**config.mk**
```make
export PLATFORM = sky130hd
export DESIGN_NAME = seq_stream_rx_flat
export DESIGN_NICKNAME = d
export VERILOG_FILES = /design/src/rtl/seq_stream_rx_if.sv /design/src/rtl/seq_stream_rx.sv /design/src/flat_wrapper.sv
export SDC_FILE = /design/constraint.sdc
export NUM_CORES = 1
export LEC_CHECK = 0
export ABC_AREA = 1
export CELL_PAD_IN_SITES_DETAIL_PLACEMENT = 1
export CELL_PAD_IN_SITES_GLOBAL_PLACEMENT = 1
export CORE_UTILIZATION = 27
export DETAILED_ROUTE_END_ITERATION = 7
export PLACE_DENSITY_LB_ADDON = 0.1
export SLEW_MARGIN = 20
export SYNTH_ARGS = -nofsm -noshare
export SYNTH_HDL_FRONTEND = slang
export SYNTH_SLANG_ARGS = --single-unit
```
**constraint.sdc**
```tcl
create_clock -name clk -period 2.1 [get_ports clk]
set_input_delay 0.315 -clock clk [delete_from_list [all_inputs] [get_ports clk]]
set_output_delay 0.315 -clock clk [all_outputs]
set_load 0.03 [all_outputs]
```
**src/rtl/seq_stream_rx_if.sv**
```systemverilog
// Stream-side and buffer-side signals of the sequence receiver.
// The master drives the beats and the pops; the slave is the receiver.
interface seq_stream_rx_if #(
  parameter int DATA_W = 8,
  parameter int CNT_W  = 16
);
  logic              in_valid;
  logic [DATA_W-1:0] in_data;
  logic              rd_en;
  logic [DATA_W-1:0] rd_data;
  logic              rd_valid;
  logic              full;
  logic              overflow;
  logic              synced;
  logic              seq_err;
  logic [CNT_W-1:0]  beat_count;
  logic [CNT_W-1:0]  err_count;

  modport master (
    output in_valid, in_data, rd_en,
    input  rd_data, rd_valid, full, overflow, synced, seq_err, beat_count, err_count
  );

  modport slave (
    input  in_valid, in_data, rd_en,
    output rd_data, rd_valid, full, overflow, synced, seq_err, beat_count, err_count
  );
endinterface

```
**src/rtl/seq_stream_rx.sv**
```systemverilog
// Receiver for an incrementing valid/data stream: checks the sequence, buffers
// beats in a first-word-fall-through FIFO and keeps beat/error/overflow statistics.
module seq_stream_rx #(
  parameter int DATA_W = 8,
  parameter int DEPTH  = 8,
  parameter int CNT_W  = 16
) (
  input logic            clk,
  input logic            rst,
  input logic            clr,
  seq_stream_rx_if.slave bus
);
  localparam int AW = $clog2(DEPTH);

  typedef enum logic [0:0] {IDLE = 1'b0, SYNCED = 1'b1} state_t;

  state_t            state;
  state_t            state_next;
  logic [DATA_W-1:0] expected;
  logic [DATA_W-1:0] expected_next;
  logic              mismatch;

  logic [DATA_W-1:0] mem [DEPTH];
  logic [AW-1:0]     wr_ptr;
  logic [AW-1:0]     rd_ptr;
  logic [AW:0]       count;

  logic              seq_err;
  logic              overflow;
  logic [CNT_W-1:0]  beat_count;
  logic [CNT_W-1:0]  err_count;

  logic wipe;
  logic beat;
  logic full;
  logic rd_valid;
  logic push;
  logic pop;
  logic drop;

  // A beat arriving during reset/clear is discarded entirely.
  assign wipe     = rst | clr;
  assign beat     = bus.in_valid & ~wipe;
  assign full     = (count == (AW+1)'(DEPTH));
  assign rd_valid = (count != {(AW+1){1'b0}});
  assign push     = beat & (~full | bus.rd_en);
  assign pop      = ~wipe & bus.rd_en & rd_valid;
  assign drop     = beat & full & ~bus.rd_en;

  // Checker state and expected-value register.
  always_ff @(posedge clk) begin
    if (wipe) begin
      state    <= IDLE;
      expected <= {DATA_W{1'b0}};
    end else begin
      state    <= state_next;
      expected <= expected_next;
    end
  end

  // Checker next state: the first beat locks, after that it stays locked.
  always_comb begin
    state_next = state;
    case (state)
      IDLE: begin
        if (beat) begin
          state_next = SYNCED;
        end else begin
          state_next = IDLE;
        end
      end
      SYNCED:  state_next = SYNCED;
      default: state_next = IDLE;
    endcase
  end

  // Checker outputs: next expected value and mismatch detection.
  always_comb begin
    expected_next = expected;
    mismatch      = 1'b0;
    case (state)
      IDLE: begin
        if (beat) begin
          expected_next = bus.in_data + DATA_W'(1);
        end else begin
          expected_next = expected;
        end
      end
      SYNCED: begin
        if (beat && (bus.in_data == expected)) begin
          expected_next = expected + DATA_W'(1);
        end else if (beat) begin
          mismatch      = 1'b1;
          expected_next = bus.in_data + DATA_W'(1);
        end else begin
          expected_next = expected;
        end
      end
      default: begin
        expected_next = {DATA_W{1'b0}};
        mismatch      = 1'b0;
      end
    endcase
  end

  // Statistics: saturating counters, error pulse and sticky overflow.
  always_ff @(posedge clk) begin
    if (wipe) begin
      seq_err    <= 1'b0;
      overflow   <= 1'b0;
      beat_count <= {CNT_W{1'b0}};
      err_count  <= {CNT_W{1'b0}};
    end else begin
      seq_err <= mismatch;
      if (drop) begin
        overflow <= 1'b1;
      end
      if (beat && (beat_count != {CNT_W{1'b1}})) begin
        beat_count <= beat_count + CNT_W'(1);
      end
      if (mismatch && (err_count != {CNT_W{1'b1}})) begin
        err_count <= err_count + CNT_W'(1);
      end
    end
  end

  // FIFO pointers and occupancy; pointers wrap naturally at DEPTH.
  always_ff @(posedge clk) begin
    if (wipe) begin
      wr_ptr <= {AW{1'b0}};
      rd_ptr <= {AW{1'b0}};
      count  <= {(AW+1){1'b0}};
    end else begin
      if (push) begin
        wr_ptr <= wr_ptr + AW'(1);
      end
      if (pop) begin
        rd_ptr <= rd_ptr + AW'(1);
      end
      case ({push, pop})
        2'b10:   count <= count + (AW+1)'(1);
        2'b01:   count <= count - (AW+1)'(1);
        default: count <= count;
      endcase
    end
  end

  // FIFO storage; contents are don't-care after reset.
  always_ff @(posedge clk) begin
    if (push) begin
      mem[wr_ptr] <= bus.in_data;
    end
  end

  assign bus.rd_data    = mem[rd_ptr];
  assign bus.rd_valid   = rd_valid;
  assign bus.full       = full;
  assign bus.overflow   = overflow;
  assign bus.synced     = (state == SYNCED);
  assign bus.seq_err    = seq_err;
  assign bus.beat_count = beat_count;
  assign bus.err_count  = err_count;
endmodule

```
**src/flat_wrapper.sv**
```systemverilog
// flat-port wrapper written by rule: the top's interface ports become plain ports
module seq_stream_rx_flat 
#(
  parameter int DATA_W = 8,
  parameter int DEPTH  = 8,
  parameter int CNT_W  = 16
)
  (clk, rst, clr, bus_in_valid, bus_in_data, bus_rd_en, bus_rd_data, bus_rd_valid, bus_full, bus_overflow, bus_synced, bus_seq_err, bus_beat_count, bus_err_count);
  seq_stream_rx_if #(.DATA_W(DATA_W), .CNT_W(CNT_W)) bus_i ();
  input logic clk;
  input logic rst;
  input logic clr;
  input wire logic [$bits(bus_i.in_valid)-1:0] bus_in_valid;
  input wire logic [$bits(bus_i.in_data)-1:0] bus_in_data;
  input wire logic [$bits(bus_i.rd_en)-1:0] bus_rd_en;
  output wire logic [$bits(bus_i.rd_data)-1:0] bus_rd_data;
  output wire logic [$bits(bus_i.rd_valid)-1:0] bus_rd_valid;
  output wire logic [$bits(bus_i.full)-1:0] bus_full;
  output wire logic [$bits(bus_i.overflow)-1:0] bus_overflow;
  output wire logic [$bits(bus_i.synced)-1:0] bus_synced;
  output wire logic [$bits(bus_i.seq_err)-1:0] bus_seq_err;
  output wire logic [$bits(bus_i.beat_count)-1:0] bus_beat_count;
  output wire logic [$bits(bus_i.err_count)-1:0] bus_err_count;
  assign bus_i.in_valid = bus_in_valid;
  assign bus_i.in_data = bus_in_data;
  assign bus_i.rd_en = bus_rd_en;
  assign bus_rd_data = bus_i.rd_data;
  assign bus_rd_valid = bus_i.rd_valid;
  assign bus_full = bus_i.full;
  assign bus_overflow = bus_i.overflow;
  assign bus_synced = bus_i.synced;
  assign bus_seq_err = bus_i.seq_err;
  assign bus_beat_count = bus_i.beat_count;
  assign bus_err_count = bus_i.err_count;
  seq_stream_rx #(.DATA_W(DATA_W), .DEPTH(DEPTH), .CNT_W(CNT_W)) u_core (.clk(clk), .rst(rst), .clr(clr), .bus(bus_i));
endmodule
```
==> impl_metrics.csv, run 1 <==
group,metric,value,unit
critical_path,critical_path_arrival,1.68,ns
job,max-cap-violations,0,
cells_and_area,final_net_count,822,
sta,slew_viol_final,0,
critical_path,setup_crit_end_kind,"output pin",
sta,fmax,500.1,MHz
global_route,largest_net_degree_at_the_start_of_global_routing,36,
cts,clk_latency,0.43,ns
route,antenna_violating_nets_post_route,0,
yosys,synth.yosys.warnings,0,
sta,totalNegativeSetupSlack,0,ns
min_path,min_path_cells,2,
sta,final_min_period_over_clock_period,0.9523,
sta,fin_worst_hold_slack,0.4570,ns
die,dieArea,22140,um2
outcome,outcome,"completed",
cts,cell_chosen_for_the_clock_root,"sky130_fd_sc_hd__clkbuf_16",
cells_and_area,antennaDiodeCount,0,
global_route,grt_antenna_before_repair,0,
route,number_of_vias_after_detailed_routing,5096,
cells_and_area,proportion_of_layout_cells_with_a_drive_suffix_above_1,0.1550,
critical_path,worst-r2r-setup-slack,0.19,ns
route,drc_errors,0,
cts,cts-root-to-sink-buffers,2,
placed_design,numPortBuffers,57,
critical_path,critical_path.top_delay_family,"buffers and inverters",
global_route,globalRoute.totalOverflow,0,
global_route,track_usage,0.1627,
route,drt_iter0_markers,263,
cts,clock_tree_from_tritoncts,"done",
critical_path,cp_slowest_cell,"sky130_fd_sc_hd__dfxtp_4",
sta,final-hold-violation-count,0,
route,drt-pass1-iter-count,4,
pwr,power.leakage,0.002925,uW
yosys,number_of_distinct_library_cells_after_synthesis,34,
route,drt-vias-per-instance,4.684,
critical_path,critical_path_depth,7,
critical_path,rr_worst_depth,10,
cts,cts-buffers-inserted,17,
critical_path,path_cells,"inv_4 > clkbuf_16 > nor2_1 > o32ai_1 > nand2_1 > nand2_1 > buf_4",
pwr,p_clk_frac,0.509,
die,fp.dieH,148.8,um
cts,path_clk_slew,0.06,ns
die,io_pins,58,
cells_and_area,layout-area-overhead-vs-synth,33.70,%
die,start_util,0.2759,
pwr,vdd_ir_drop_max,0.0006065,V
sta,rsz0062_at_grt,"true",
pwr,p_sw,1263,uW
yosys,synth_area,5818,um2
placed_design,placedInstanceArea,7051,um2
sta,worst_clock_skew,0.01275,ns
placed_design,gpl.final_weighted_congestion,0.8230,
critical_path,startpoint_type,"flop",
route,route.final.wire_length,17180,um
pwr,cellInternalPower,4440,uW
cells_and_area,final.fill_count,2464,
sta,period_minus_slack,2.000,ns
critical_path,critPathKind,"reg -> out",
placed_design,place.detailed.hpwl,11950,um
min_path,holdPathEnd,"u_core.bus.overflow$_SDFFE_PP0P_",
die,core-area,21090,um2
cells_and_area,leading_cell_types_in_the_layout_fill_and_taps_excluded,"sky130_fd_sc_hd__nand2_1 (181), sky130_fd_sc_hd__nor2_1 (116), sky130_fd_sc_hd__edfxtp_1 (64)",
pwr,power_per_cell_area,733.1,nW/um2
placed_design,placed_cells_incl_taps,1053,
pwr,sw_frac_of_total,0.2214,
global_route,grt_pass1_vias,5275,
route,routed_wire_length_per_instance,15.79,um
global_route,grt_first_pass_wirelength,27480,um
cells_and_area,final_area,7779,um2
cts,htree_num_levels,4,
critical_path,worst_path_largest_cell_delay,0.38,ns
die,num_rows,53,
pwr,share_comb_of_total_power,0.053,
critical_path,critical_path_peak_fanout,8,
yosys,number_of_nets_in_the_synthesized_netlist,714,
min_path,holdCritPathClass,"reg -> reg",
yosys,sequential_cell_area_fraction_in_the_yosys_report,0.5230,
yosys,synthCells,692,
critical_path,regToRegStartpoint,"u_core.count[1]$_SDFFE_PP0P_",
yosys,postSynthRegisterBits,120,
cells_and_area,instances_no_fill,1088,
critical_path,crit_buf_inv,3,
cells_and_area,commonest_non_fill_non_tap_cell_in_the_layout,"sky130_fd_sc_hd__nand2_1",
yosys,syn_avg_cell_area,8.408,um2
critical_path,r2r_end,"u_core.count[2]$_SDFFE_PP0P_",
sta,final-setup-viol-count,0,
cts,cts-hold-fix-buffers,0,
sta,tightest_slew,0.5198,ns
sta,slew_headroom,0.6508,
critical_path,cp_common_cell,"sky130_fd_sc_hd__nand2_1",
min_path,hold_path_startpoint,"u_core.bus.overflow$_SDFFE_PP0P_",
pwr,share_seq_of_total_power,0.437,
critical_path,cp.required,1.78,ns
cells_and_area,fin_util,0.3689,
die,die_width,148.8,um
cts,cts.sinks,120,
==> worst max-delay path by stage <==
stage	startpoint	end	slack, ns
after floorplan	u_core.count[0]$_SDFFE_PP0P_	u_core.count[2]$_SDFFE_PP0P_	0.006
after CTS	flop	bus_rd_data[5]	0.01
after global placement	clr	u_core.count[2]$_SDFFE_PP0P_	-0.17
final	flop	bus_rd_data[2]	0.10
after detailed placement	clr	u_core.count[3]$_SDFFE_PP0P_	-0.23
after global routing	flop	bus_rd_data[1]	-0.02
==> cell type report <==
cell class	count	area [um2]	share of cell area
sequential	120	3054	0.3926
multi-input combinational	496	2551	0.3280
timing repair buffer	109	1032	0.1327
clock buffer	17	425.4	0.05469
tap	275	344.1	0.04423
inverter	56	212.7	0.02734
clock inverter	15	158.9	0.02043
==> layer usage <==
layer,GRT usage,vias up,share of wire
met5,0,-,0
met4,0.05357,0,0.012
met3,0.03853,15,0.036
met2,0.2829,89,0.50
met1,0.1968,2469,0.45
li1,-,2523,-
==> sequential cells by signal (all words and copies together) (netlist names), named ones only <==
register,flops
u_core.bus.synced,1
u_core.bus.seq_err,1
u_core.bus.err_count,16
u_core.bus.overflow,1
u_core.expected,8
u_core.mem,64
u_core.wr_ptr,3
u_core.count,4
u_core.rd_ptr,3
u_core.bus.beat_count,16
==> metrics by stage <==
step | worst slack [ns] | power, uW
3_3_place_gp | -0.1675 | 2835
2_1_floorplan | 0.005631 | 2688
4_1_cts | 0.01339 | 5792
3_5_place_dp | -0.2272 | 2843
5_1_grt | -0.01536 | 5936
6_report | 0.1002 | 5703
==> Yosys cell counts, drive strengths merged <==
cell    instances  area, um2
clkinv          3      11.26
xnor2           9      78.83
o21ai          34      181.4
nor3b           1      7.510
nor4            1      6.260
nand4          14      102.6
o32ai          16      140.1
nand3          34      175.2
nor3            8      51.30
nand3b          2      15.01
ha              9      112.6
clkbuf         15      56.30
a21oi          39      217.7
nor2          122      485.5
a211oi          1      7.510
o21bai          1      7.510
edfxtp         64       1922
dfxtp          56       1121
inv            53      198.9
nand2         186      710.7
xor2           19      166.4
buf             5      42.53
==> power groups by stage <==
stage                     registers, uW  logic (uW)  clock network, uW
final                              2490         303               2910
after global routing               2490         338               3100
after CTS                          2490         300               3000
after global placement             2540         292                  0
after detailed placement           2540         299                  0
after floorplan                    2550         141                  0
==> cell families after synthesis <==
kind of cell / share of synthesized area
simple gates: 0.2671
xor+xnor: 0.04215
compound gates: 0.09527
fa+ha+maj: 0.01936
flops: 0.5230
buf+inv: 0.05312
==> worst register-to-register path, stage by stage, from the launching register on <==
cell and delay (ns):
sky130_fd_sc_hd__dfxtp_2 0.36, sky130_fd_sc_hd__nor4_4 0.26, sky130_fd_sc_hd__nand2_1 0.14, sky130_fd_sc_hd__nand2_2 0.11, sky130_fd_sc_hd__ha_4 0.16, sky130_fd_sc_hd__xor2_2 0.18
sky130_fd_sc_hd__ha_1 0.17, sky130_fd_sc_hd__a21oi_1 0.05, sky130_fd_sc_hd__xnor2_1 0.14, sky130_fd_sc_hd__o21ai_0 0.16, sky130_fd_sc_hd__inv_1 0.05
==> what timing repair did <==
| action | in CTS | in global routing |
|---|---|---|
| endpoints found under the hold margin | 0 | 0 |
| buffers inserted | 0 | 0 |
| cloned | 0 | 3 |
| endpoints found under the setup margin | 10 | 10 |
| resized for setup | 6 | 14 |
(Power assumes the default switching activity.)
==> run 2, diff against run 1 <==
--- a/config.mk
+++ b/config.mk
@@ -6,6 +6,7 @@
 export NUM_CORES = 1
 export LEC_CHECK = 0
 export ABC_AREA = 1
+export CAP_MARGIN = 20
 export CELL_PAD_IN_SITES_DETAIL_PLACEMENT = 1
 export CELL_PAD_IN_SITES_GLOBAL_PLACEMENT = 1
 export CORE_UTILIZATION = 27
==> constraint.sdc (replaced) <==
create_clock -name clk -period 2.45 [get_ports clk]
set_input_delay 0.3675 -clock clk [delete_from_list [all_inputs] [get_ports clk]]
set_output_delay 0.3675 -clock clk [all_outputs]
set_load 0.03 [all_outputs]
==> run 2 against run 1 <==
Combinational power fell by 21%. Power down 12%. Final area is 3.3% lower. Register-to-register slack better by 0.11 ns. Sequential power is 14% lower. First-iteration DRC count down 33%. Core utilization fell by 1.2 points. Clock power down 8.2%. Critical endpoint is now bus_rd_data[3]. Largest cell class unchanged. Largest power group unchanged.
==> impl_metrics.csv, run 2 (synthesis results as in run 1) <==
group,metric,value,unit
cts,path_clk_slew,0.05,ns
cells_and_area,final_net_count,806,
sta,slew_headroom,0.6571,
global_route,globalRoute.totalOverflow,0,
route,routed_wire_length_per_instance,15.50,um
global_route,track_usage,0.1633,
die,dieArea,22140,um2
cells_and_area,final.fill_count,2483,
sta,final-hold-violation-count,0,
cts,clk_latency,0.42,ns
cts,clock_tree_from_tritoncts,"done",
route,antenna_violating_nets_post_route,0,
cells_and_area,commonest_non_fill_non_tap_cell_in_the_layout,"sky130_fd_sc_hd__nand2_1",
global_route,grt_antenna_before_repair,0,
cells_and_area,top_regs,"u_core.mem: 64 flops, u_core.bus.beat_count: 16 flops, u_core.bus.err_count: 16 flops",
cells_and_area,final_area,7518,um2
cells_and_area,antennaDiodeCount,0,
critical_path,critical_path_arrival,1.87,ns
cts,cell_chosen_for_the_clock_root,"sky130_fd_sc_hd__clkbuf_16",
critical_path,critical_path_peak_fanout,18,
placed_design,gpl.final_weighted_congestion,0.7463,
min_path,holdCritPathClass,"reg -> reg",
sta,final-setup-viol-count,0,
route,drt-pass1-iter-count,6,
sta,tightest_slew,0.5104,ns
cts,cts.sinks,120,
sta,fmax,447.9,MHz
placed_design,dp_slack,-0.08835,ns
cells_and_area,proportion_of_layout_cells_with_a_drive_suffix_above_1,0.1192,
global_route,largest_net_degree_at_the_start_of_global_routing,36,
route,drt-vias-per-instance,4.632,
global_route,grt_pass1_vias,5289,
sta,finalWorstSetupSlack,0.2172,ns
cts,htree_num_levels,4,
placed_design,place.detailed.hpwl,11670,um
critical_path,cp.required,2.08,ns
pwr,power_per_cell_area,670.5,nW/um2
route,number_of_vias_after_detailed_routing,4965,
critical_path,critPathKind,"reg -> out",
critical_path,critical_path.top_delay_family,"buffers and inverters",
cts,cts-root-to-sink-buffers,2,
cts,cts-hold-fix-buffers,0,
critical_path,worst_path_largest_cell_delay,0.38,ns
pwr,power.leakage,0.002789,uW
sta,slew_viol_final,0,
critical_path,startpoint_type,"flop",
sta,period_minus_slack,2.233,ns
sta,final_min_period_over_clock_period,0.9114,
die,fp.dieH,148.8,um
placed_design,placedInstanceArea,6890,um2
pwr,final_total_power,5041,uW
placed_design,placed_cells_incl_taps,1040,
die,die_width,148.8,um
route,drc_errors,0,
cells_and_area,largest_register_ff_count,64,
route,drt_iter0_markers,175,
critical_path,crit_buf_inv,2,
route,route.final.wire_length,16620,um
pwr,vdd_ir_drop_max,0.0004216,V
cts,cts-buffers-inserted,17,
die,core-area,21090,um2
placed_design,numPortBuffers,57,
cells_and_area,instances_no_fill,1072,
die,num_rows,53,
die,io_pins,58,
cells_and_area,layout-area-overhead-vs-synth,29.23,%
critical_path,setup_crit_end_kind,"output pin",
sta,worst_clock_skew,0.01200,ns
job,max-cap-violations,0,
sta,rsz0062_at_grt,"false",
cells_and_area,registers.top_by_ff_count,"u_core.mem",
critical_path,path_cells,"buf_4 > nor2_1 > o32ai_1 > nand2_1 > nand2_1 > buf_4",
die,start_util,0.2759,
cells_and_area,leading_cell_types_in_the_layout_fill_and_taps_excluded,"sky130_fd_sc_hd__nand2_1 (183), sky130_fd_sc_hd__nor2_1 (117), sky130_fd_sc_hd__edfxtp_1 (64)",
critical_path,cp_slowest_cell,"sky130_fd_sc_hd__dfxtp_1",
global_route,grt_first_pass_wirelength,27830,um
outcome,outcome,"completed",
run 2: changes by cell type in the layout (fill, tap and decap cells not counted), moves of 3 or more:
cell | previous run | this run
sky130_fd_sc_hd__buf_12 | 3 | 0
sky130_fd_sc_hd__buf_4 | 53 | 43
sky130_fd_sc_hd__clkbuf_16 | 20 | 17
sky130_fd_sc_hd__clkinv_2 | 5 | 1
sky130_fd_sc_hd__dfxtp_1 | 51 | 56
sky130_fd_sc_hd__dfxtp_2 | 3 | 0
sky130_fd_sc_hd__o32ai_1 | 11 | 16
sky130_fd_sc_hd__o32ai_2 | 5 | 0
run 2: layout make-up:
class	count	area (um2)	area share
clock buffer	17	425.4	0.05658
clock inverter	15	198.9	0.02646
inverter	56	210.2	0.02796
multi-input combinational	496	2472	0.3288
sequential	120	3043	0.4047
tap	275	344.1	0.04576
timing repair buffer	93	824.5	0.1097
run 2: per-layer routing:
metal  global-route usage  wire length [um]  share of wire
met1               0.2002              7775           0.47
met2               0.2750              8045           0.48
met3              0.04067               477          0.029
met4              0.06327               316          0.019
met5                    0                 0              0
run 2: worst reg2reg max path: stages (launching register included):
cell	delay [ns]
sky130_fd_sc_hd__dfxtp_1	0.36
sky130_fd_sc_hd__nor4_2	0.33
sky130_fd_sc_hd__nand2_1	0.14
sky130_fd_sc_hd__nand2_1	0.12
sky130_fd_sc_hd__ha_1	0.20
sky130_fd_sc_hd__xor2_1	0.26
sky130_fd_sc_hd__ha_1	0.20
sky130_fd_sc_hd__a21oi_1	0.05
sky130_fd_sc_hd__xnor2_1	0.14
sky130_fd_sc_hd__o21ai_0	0.18
sky130_fd_sc_hd__inv_1	0.06
run 2: path summary, 6_finish.rpt:
kind / depth (start not counted) / slack (ns) / startpoint / to
worst max-delay path: 6 / 0.22 / flop / bus_rd_data[3]
worst min-delay path: 2 / 0.50 / u_core.bus.overflow$_SDFFE_PP0P_ / u_core.bus.overflow$_SDFFE_PP0P_
worst max register to register: 10 / 0.30 / u_core.count[0]$_SDFFE_PP0P_ / u_core.count[2]$_SDFFE_PP0P_
worst min register to register: 2 / 0.50 / u_core.bus.overflow$_SDFFE_PP0P_ / u_core.bus.overflow$_SDFFE_PP0P_
run 2: what timing repair did:
action,CTS,global route
setup endpoints to repair,0,1
resized for setup,0,1
setup buffers,0,0
run 2: metrics by stage:
step | utilization | hold WS [ns] | setup TNS [ns]
after floorplan | - | 0.4664 | 0
after global placement | 0.3267 | 0.4869 | 0
after detailed placement | 0.3267 | 0.4987 | -0.08835
after CTS | 0.3564 | 0.5069 | 0
after global routing | 0.3565 | 0.5228 | 0
final | 0.3565 | 0.4977 | 0
run 2: where the power goes:
part	internal, uW	switching [uW]
Sequential	2130	8.39
Clock	1700	962
Combinational	85.9	153
Total	3920	1120
